<file path="config.mk">
export PLATFORM = sky130hd
export DESIGN_NAME = input_conditioner
export DESIGN_NICKNAME = d
export VERILOG_FILES = /design/src/rtl/input_conditioner.sv
export SDC_FILE = /design/constraint.sdc
export NUM_CORES = 1
export LEC_CHECK = 0
export CAP_MARGIN = 5
export CELL_PAD_IN_SITES_DETAIL_PLACEMENT = 2
export CELL_PAD_IN_SITES_GLOBAL_PLACEMENT = 2
export CORE_ASPECT_RATIO = 1.5
export CORE_MARGIN = 2
export CORE_UTILIZATION = 33
export CTS_CLUSTER_SIZE = 10
export DETAILED_ROUTE_END_ITERATION = 10
export HOLD_SLACK_MARGIN = 0.1
export PLACE_DENSITY_LB_ADDON = 0.1
export REMOVE_ABC_BUFFERS = 1
export SLEW_MARGIN = 5
export SYNTH_ARGS = -nofsm -noshare
export SYNTH_HDL_FRONTEND = slang
export SYNTH_SLANG_ARGS = --single-unit
</file>
<file path="constraint.sdc">
create_clock -name clk -period 2.25 [get_ports clk]
set_clock_uncertainty 0.05 [all_clocks]
set_input_delay 0.225 -clock clk [delete_from_list [all_inputs] [get_ports clk]]
set_output_delay 0.225 -clock clk [all_outputs]
set_load 0.02 [all_outputs]
</file>
<file path="src/rtl/input_conditioner.sv">
// input_conditioner: synchronise, debounce and polarity-correct N async inputs,
// producing clean levels, registered rise/fall pulses and sticky press flags.
module input_conditioner #(
    parameter int              N_CH            = 8,
    parameter int              SYNC_STAGES     = 2,
    parameter int              DEBOUNCE_CYCLES = 1_500_000,
    parameter logic [N_CH-1:0] INVERT          = '0
) (
    input  logic            clk,
    input  logic            reset,
    input  logic [N_CH-1:0] sig_i,
    input  logic [N_CH-1:0] clear_i,
    output logic [N_CH-1:0] level_o,
    output logic [N_CH-1:0] rise_o,
    output logic [N_CH-1:0] fall_o,
    output logic [N_CH-1:0] event_o,
    output logic            changed_o
);
    localparam int            CW      = $clog2(DEBOUNCE_CYCLES + 1);
    localparam logic [CW-1:0] CNT_MAX = CW'(DEBOUNCE_CYCLES - 1);

    logic [N_CH-1:0] sync_q [SYNC_STAGES];
    logic [CW-1:0]   cnt_q  [N_CH];
    logic [CW-1:0]   cnt_d  [N_CH];
    logic [N_CH-1:0] s, level_q, level_d, rise_q, rise_d, fall_q, fall_d, event_q, event_d;
    logic            changed_q, changed_d;

    assign s = sync_q[SYNC_STAGES-1] ^ INVERT;

    // Any sample matching the current level restarts the count.
    always_comb begin
        level_d = level_q;
        for (int k = 0; k < N_CH; k++) begin
            cnt_d[k] = (s[k] != level_q[k] && cnt_q[k] != CNT_MAX) ? cnt_q[k] + 1'b1 : '0;
            level_d[k] = (s[k] != level_q[k] && cnt_q[k] == CNT_MAX) ? s[k] : level_q[k];
        end
        rise_d    = level_d & ~level_q;
        fall_d    = ~level_d & level_q;
        event_d   = rise_d | (event_q & ~clear_i);
        changed_d = |(rise_d | fall_d);
    end

    always_ff @(posedge clk) begin
        if (reset) begin
            for (int k = 0; k < SYNC_STAGES; k++) sync_q[k] <= '0;
            for (int k = 0; k < N_CH; k++) cnt_q[k] <= '0;
            level_q   <= INVERT;
            rise_q    <= '0;
            fall_q    <= '0;
            event_q   <= '0;
            changed_q <= 1'b0;
        end else begin
            sync_q[0] <= sig_i;
            for (int k = 1; k < SYNC_STAGES; k++) sync_q[k] <= sync_q[k-1];
            for (int k = 0; k < N_CH; k++) cnt_q[k] <= cnt_d[k];
            level_q   <= level_d;
            rise_q    <= rise_d;
            fall_q    <= fall_d;
            event_q   <= event_d;
            changed_q <= changed_d;
        end
    end

    assign level_o   = level_q;
    assign rise_o    = rise_q;
    assign fall_o    = fall_q;
    assign event_o   = event_q;
    assign changed_o = changed_q;
endmodule

</file>
* Yosys cells after proc, flatten, opt, wreduce, memory -nomap -nowiden
Memories as Yosys holds them, arrays and structs flattened.
Cells that the tools add are included.
** Cells by class
- Multiplexer cells :: 29
- Reduce and logical (&&, ||, !) cells :: 17
- Equal/unequal tests :: 24
- Bitwise operators :: 18
- Add/subtract/negate cells :: 8
** Operator list (number)
- $mux W21 :: 16
- $add A21 B1 Y21 const B :: 8
- $eq A21 B21 Y1 const B :: 8
- $ne A21 B21 Y1 const B :: 8
- $and A8 B8 Y8 :: 3
- $not A8 Y8 :: 3
- $logic_and A1 B1 Y1 :: 16
- $mux W8 :: 2
- $or A8 B8 Y8 :: 2
- $mux W1 :: 11
- $or A1 B1 Y1 :: 10
- $ne A1 B1 Y1 :: 8
- $reduce_or A8 Y1 :: 1
** Word-level totals
- Word-level logic and storage cells :: 103
- Memories kept :: 2
- Input bits :: 18
- Memory bits (writable) :: 184
- Bits in registers :: 33
** Memories
- cnt_q :: depth 8, width 21, rd ports 8, clocked after Yosys merged registers in 0, write ports 8, RTL line 23 : logic [CW-1:0] cnt_q [N_CH];
- sync_q :: depth 2, width 8, rd ports 2, clocked after Yosys merged registers in 0, write ports 2, RTL line 22 : logic [N_CH-1:0] sync_q [SYNC_STAGES];

* Depth between registers and ports, before layout
Gate-level depths: netlist (run 1).
- Depth in word-level cells :: 7
- Mapped depth :: 10
- Gate-level depth less buffers :: 9

* Least setup slack after synthesis (run 1)
Ideal clock, no wire load.
- Path kind :: register to register
- Start point :: memory cnt_q[0][19] (netlist bit)
- End point :: register changed_q, in the netlist changed_o
- Path slack :: -28 ps
- Setup time :: 128 ps
- Period minus slack after synthesis :: 2278 ps
- Data arrival time :: 2101 ps
- Path buffers :: 0
- Data required time :: 2072 ps
- Cell stages (with the launch flop) :: 9
- Cells stage by stage :: dfxtp_1 or4b_1 or4_4 o21ai_0 nand2_1 ha_1 nand4_1 nor2_1 nor2_1
** RTL lines
- start: declaration :: RTL line 23
- end signal: assignment :: RTL line 60 : changed_q <= changed_d;
- end: declaration :: RTL line 26 : logic changed_q, changed_d;

==> flow_metrics.tcl, run 1 <==
set metrics [dict create \
    status "complete, but fails checks" \
    failed_checks "negative setup slack" \
    criticalPathCategory "flip-flop to flip-flop" \
    globalplace.congestion 0.752 \
    grt_pass1_vias 9216 \
    peakVddDrop_mv 0.515 \
    root_buffer "clkbuf_16" \
    async_flop_share 0 \
    cp-start-kind "flip-flop" \
    wl_mm 26.4 \
    fin_tns_setup_ns -0.251 \
    holdWs_ns 0.115 \
    num_antenna_cells 0 \
    synth_edf_count 0 \
    start_util 0.335 \
    antenna_found_initial 0 \
    fillers 3200 \
    grt_pass1_wl_mm 45.0 \
    r2r-start "cnt_q[0][10]" \
    synth_top_flop_cell "dfxtp_1" \
    dieArea_um2 30400 \
    arrival_ns 2.73 \
    cts_buffers 26 \
    path_max_fanout 3 \
    cts_tree "built" \
    max-cap-violations 0 \
    drt_pass1_iterations 4 \
    overflow 0 \
    endpoint "fall_o[0]" \
    netlist_area_um2 9580 \
    row_count 76 \
    ff2ff_setup_slack_ns -0.13 \
    fin_crit_sh 1.06 \
    fp.dieH_um 213 \
    grt_setup_unrepaired "yes" \
    timing.fmax_mhz 420 \
    ys_seq_area_frac 0.454 \
    cp.required_ns 2.60 \
    cts_sinks 217 \
    path_clk_slew_ns 0.05 \
    final_layout_size_suffix_gt1_frac 0.135 \
    globalRouteTotalUtil 0.180 \
    ys_warn_count 0 \
    drv_slew 0 \
    hold_viol 0 \
    dp_hpwl_mm 19.3 \
    route.detailed.drc 0 \
    boundaryPins 51 \
    grt_max_degree 22 \
    nets 1291 \
    clock_latency_ns 0.53 \
    io_buffers 50 \
    startpoint "cnt_q[0][10]" \
    clk_path_buf_depth 3 \
    synth.avg_cell_area_um2 8.64 \
    avgRoutedWirePerCell_um 16.1 \
    area_growth_pct 25.6 \
    pre_cts_slack_ns -0.204 \
    die_w_um 143 \
    power.density_nw_per_um2 649 \
    coreArea_um2 28600 \
    end_kind "flip-flop" \
    antenna_left 0 \
    ys_seq_elements 217 \
    via_count 8462 \
    worst_slack_ns -0.131 \
    vias_per_cell 5.14 \
    r2r_end "fall_o[0]" \
    htree_levels 1 \
    min_period_ns 2.38 \
    p_leak_nw 3.92 \
    drt_iter0_drc 153 \
    hold_class "input port to flip-flop" \
    tightest_slew_ns 0.479 \
    setup_violations 2 \
    max_slew_margin 0.681 \
    synthCells 1109 \
    synth.distinct_cells 40 \
    r2r_cells 6 \
]
worst min path at each step:
stage                            start           end  slack (ns)  cells past startpoint
final                            reset     fall_o[4]        0.11                      2
after global routing             reset     fall_o[4]        0.14                      2
after CTS                        reset     fall_o[0]        0.10                      2
after detailed placement  sync_q[0][0]  sync_q[0][8]        0.38                      1
after global placement    sync_q[0][1]  sync_q[0][9]        0.37                      1
after floorplan                  reset    level_o[0]        0.24                      1
cells in the mapped netlist (all sizes together) (14+ instances only):
master | n | area, um^2
and4 | 16 | 140
and3 | 14 | 87.6
ha | 24 | 300
nor3 | 19 | 95.1
nand4 | 53 | 332
xnor2 | 65 | 569
o31ai | 21 | 158
xor2 | 41 | 359
nor4 | 17 | 106
inv | 53 | 199
clkbuf | 35 | 133
nand3 | 55 | 280
dfxtp | 217 | 4340
a21oi | 69 | 345
o21ai | 45 | 225
nor2b | 33 | 206
nand2 | 61 | 229
or4 | 30 | 229
nor2 | 141 | 529
or3 | 42 | 268
critical path, stage by stage (launching register included):
cell	delay, ns
dfxtp_1	0.31
or4b_4	0.53
or4_4	0.55
or3_4	0.37
and2_4	0.17
ha_4	0.15
nor2b_1	0.12
stage by stage:
stage	total power [W]	instance area (um^2)	std cells	util
global placement	0.00408	11200	1610	0.391
detailed placement	0.00408	11200	1610	0.391
floorplan	0.00399	9420	1068	-
CTS	0.00797	12000	1645	0.419
finish	0.00781	12000	1645	0.420
global route	0.00814	12000	1645	0.420
logic make-up (layout without fill, tap and decap cells):
family          after synthesis  count (layout)  synth area share
compound gates              138             138            0.0788
xor+xnor                    106             106            0.0969
fa+ha+maj                    24              24            0.0314
buf+inv                      94             240            0.0378
flops                       217             217             0.454
simple gates                530             530             0.302
registers in the layout, summed over array words and instances, names as in the netlist:
name       count
rise_o         8
level_o        8
fall_o         8
cnt_q        168
event_o        8
changed_o      1
sync_q        16
final cells by class:
class	instances	area (um^2)	share of cell area
multi-input combinational	798	4960	0.412
sequential	217	4350	0.361
timing repair buffer	153	1290	0.108
clock buffer	33	738	0.0613
tap	390	488	0.0405
inverter	53	199	0.0165
clock inverter	1	5.00	0.000416
power by group:
| group | switching, W | internal [W] |
|---|---|---|
| logic | 0.0000665 | 0.0000587 |
| registers | 0.00000988 | 0.00386 |
| clock network | 0.00156 | 0.00225 |
| total | 0.00164 | 0.00617 |
layout by cell type (no fill, tap or decap), drive strengths merged, types with 3 or more instances in the layout:
| cell | instances |
|---|---|
| a21oi | 69 |
| and2 | 11 |
| and3 | 14 |
| and4 | 16 |
| and4b | 5 |
| buf | 104 |
| clkbuf | 33 |
| clkdlybuf4s50 | 49 |
| dfxtp | 217 |
| ha | 24 |
| inv | 53 |
| nand2 | 61 |
| nand3 | 55 |
| nand4 | 53 |
| nand4b | 3 |
| nor2 | 141 |
| nor2b | 33 |
| nor3 | 19 |
| nor3b | 4 |
| nor4 | 17 |
| nor4b | 11 |
| o21ai | 45 |
| o31ai | 21 |
| or2 | 8 |
| or3 | 42 |
| or4 | 30 |
| or4b | 4 |
| xnor2 | 65 |
| xor2 | 41 |
metal layers:
metal | global-route usage | routed length (um) | vias to the layer above
met2 | 0.354 | 14600 | 91
li1 | - | - | 4150
met1 | 0.195 | 10500 | 4188
met5 | 0 | 0 | -
met4 | 0.0495 | 484 | 0
met3 | 0.0269 | 861 | 33
what timing repair did:
| item | 4_1_cts | 5_1_grt |
|---|---|---|
| gates resized for setup | 10 | 14 |
| setup endpoints to repair | 4 | 13 |
| pin swaps | 3 | 2 |
| buffers inserted | 1 | 0 |
| hold endpoints to repair | 0 | 0 |
| hold buffers | 0 | 0 |
No activity file was read; power rests on OpenSTA's default activity.
==> run 2, diff against run 1 <==
- REMOVE_ABC_BUFFERS: 1 -> unset
==> run 2 against run 1 <==
Effect of this change:
- the run still ends with negative setup slack left
- maximum frequency increased by 2.1%
- highest routed layer unchanged
- worst hold slack gained 0.010 ns
- largest cell class unchanged
- first-iteration DRC count increased by 64%
- total power rose by 1.3%
- register-to-register slack gained 0.05 ns
- global-route usage is 0.18 points lower
==> flow_metrics.tcl, run 2 (synthesis gave the netlist of run 1 again) <==
set metrics [dict create \
    seqPwrFrac 0.490 \
    wl_mm 26.5 \
    tightest_slew_ns 0.411 \
    globalRouteTotalUtil 0.178 \
    max_slew_margin 0.722 \
    timing.fmax_mhz 429 \
    path_max_fanout 3 \
    fin_cells 1638 \
    grt.met3_usage 0.0233 \
    power.total_w 0.00791 \
    cp.required_ns 2.63 \
    sw_frac_of_total 0.212 \
    power_frac_comb 0.016 \
    grt_util_met1 0.205 \
    root_buffer "clkbuf_16" \
    vias_per_cell 5.10 \
    boundaryPins 51 \
    hold_class "input port to flip-flop" \
    die_w_um 143 \
    min_period_ns 2.33 \
    nets 1283 \
    coreArea_um2 28600 \
    status "complete, but fails checks" \
    regMostFlops "cnt_q" \
    layout_commonest_cell "dfxtp_1" \
    holdWs_ns 0.125 \
    route.detailed.drc 0 \
    clk_path_buf_depth 3 \
    final_layout_size_suffix_gt1_frac 0.123 \
    syn_nets 1151 \
    overflow 0 \
    fp.dieH_um 213 \
    max-cap-violations 0 \
    cts_buffers 26 \
    power.density_nw_per_um2 662 \
    row_count 76 \
    num_antenna_cells 0 \
    drv_slew 0 \
    globalplace.congestion 0.762 \
    mostFrequentLayoutCells "dfxtp_1, nor2_1, buf_4" \
    grt_pass1_vias 8995 \
    largest_register_ff_count 168 \
    start_util 0.335 \
    cts_sinks 217 \
    drt_pass1_iterations 4 \
    use_met2 0.339 \
    clock_latency_ns 0.54 \
    p_int_w 0.00623 \
    fin_tns_setup_ns -0.144 \
    grt_max_degree 22 \
    p_leak_nw 3.87 \
    htree_levels 1 \
    area_growth_pct 24.8 \
    setup_violations 2 \
    arrival_ns 2.71 \
    drt_iter0_drc 251 \
    grt_pass1_wl_mm 44.5 \
    hold_viol 0 \
    avgRoutedWirePerCell_um 16.2 \
    place_inst 1602 \
    peakVddDrop_mv 0.507 \
    reg_top3 "cnt_q (168), sync_q (16)" \
    path_clk_slew_ns 0.06 \
    worst_slack_ns -0.0810 \
    criticalPathCategory "flip-flop to flip-flop" \
    cts_tree "built" \
    end_kind "flip-flop" \
    failed_checks "negative setup slack" \
    antenna_left 0 \
    dp_hpwl_mm 19.4 \
    cp-start-kind "flip-flop" \
    fin_crit_sh 1.04 \
    antenna_found_initial 0 \
    io_buffers 50 \
    p_switching_w 0.00168 \
    grt_busiest_layer "met2" \
    clkPwrFrac 0.495 \
    via_count 8357 \
    grt_setup_unrepaired "yes" \
    dieArea_um2 30400 \
]
-- run 2: power groups by stage --
stage / Combinational (W) / Sequential (W) / Clock, W
after detailed placement: 0.000127 / 0.00395 / 0
after floorplan: 0.0000563 / 0.00395 / 0
after global routing: 0.000140 / 0.00387 / 0.00421
after global placement: 0.000125 / 0.00395 / 0
after CTS: 0.000129 / 0.00387 / 0.00407
final: 0.000125 / 0.00387 / 0.00391
-- run 2: area by class of cell --
type	instances	area [um^2]
fill	3168	16700
multi-input combinational	798	4940
sequential	217	4350
timing repair buffer	145	1220
clock buffer	34	722
tap	390	488
inverter	53	199
clock inverter	1	30.0
-- run 2: repair_timing --
item                       4_1_cts  5_1_grt
gates resized for setup          1       17
setup endpoints to repair        2        8
setup buffers                    0        0
hold endpoints to repair         6        0
hold buffers                     1        0
pin swaps                        0        2
-- run 2: worst max-delay path, stage by stage, from the launching register on --
cell,delay [ns]
dfxtp_2,0.32
or4b_1,0.51
or4_4,0.54
or3_4,0.37
nand2_4,0.08
ha_4,0.11
nand4_1,0.09
nor2_1,0.11
nor2_1,0.04
-- run 2: final timing paths --
path | startpoint | slack, ns | depth (start not counted) | endpoint
max | cnt_q[0][16] | -0.08 | 8 | changed_o
min | reset | 0.13 | 3 | changed_o
max reg2reg | cnt_q[0][16] | -0.08 | 8 | changed_o
min reg2reg | sync_q[0][3] | 0.39 | 1 | sync_q[0][11]
-- run 2: metrics by stage --
step	setup slack [ns]	utilization	area, um^2
final	-0.0810	0.417	11900
after CTS	-0.0880	0.415	11900
after global placement	-0.0330	0.389	11100
after detailed placement	-0.108	0.389	11100
after floorplan	-0.00720	-	9580
after global routing	-0.149	0.417	11900
-- run 2: per-layer routing --
| metal | vias up | part of all wire |
|---|---|---|
| li1 | 4127 | - |
| met1 | 4114 | 0.42 |
| met2 | 81 | 0.54 |
| met3 | 35 | 0.028 |
| met4 | 0 | 0.020 |
| met5 | - | 0 |
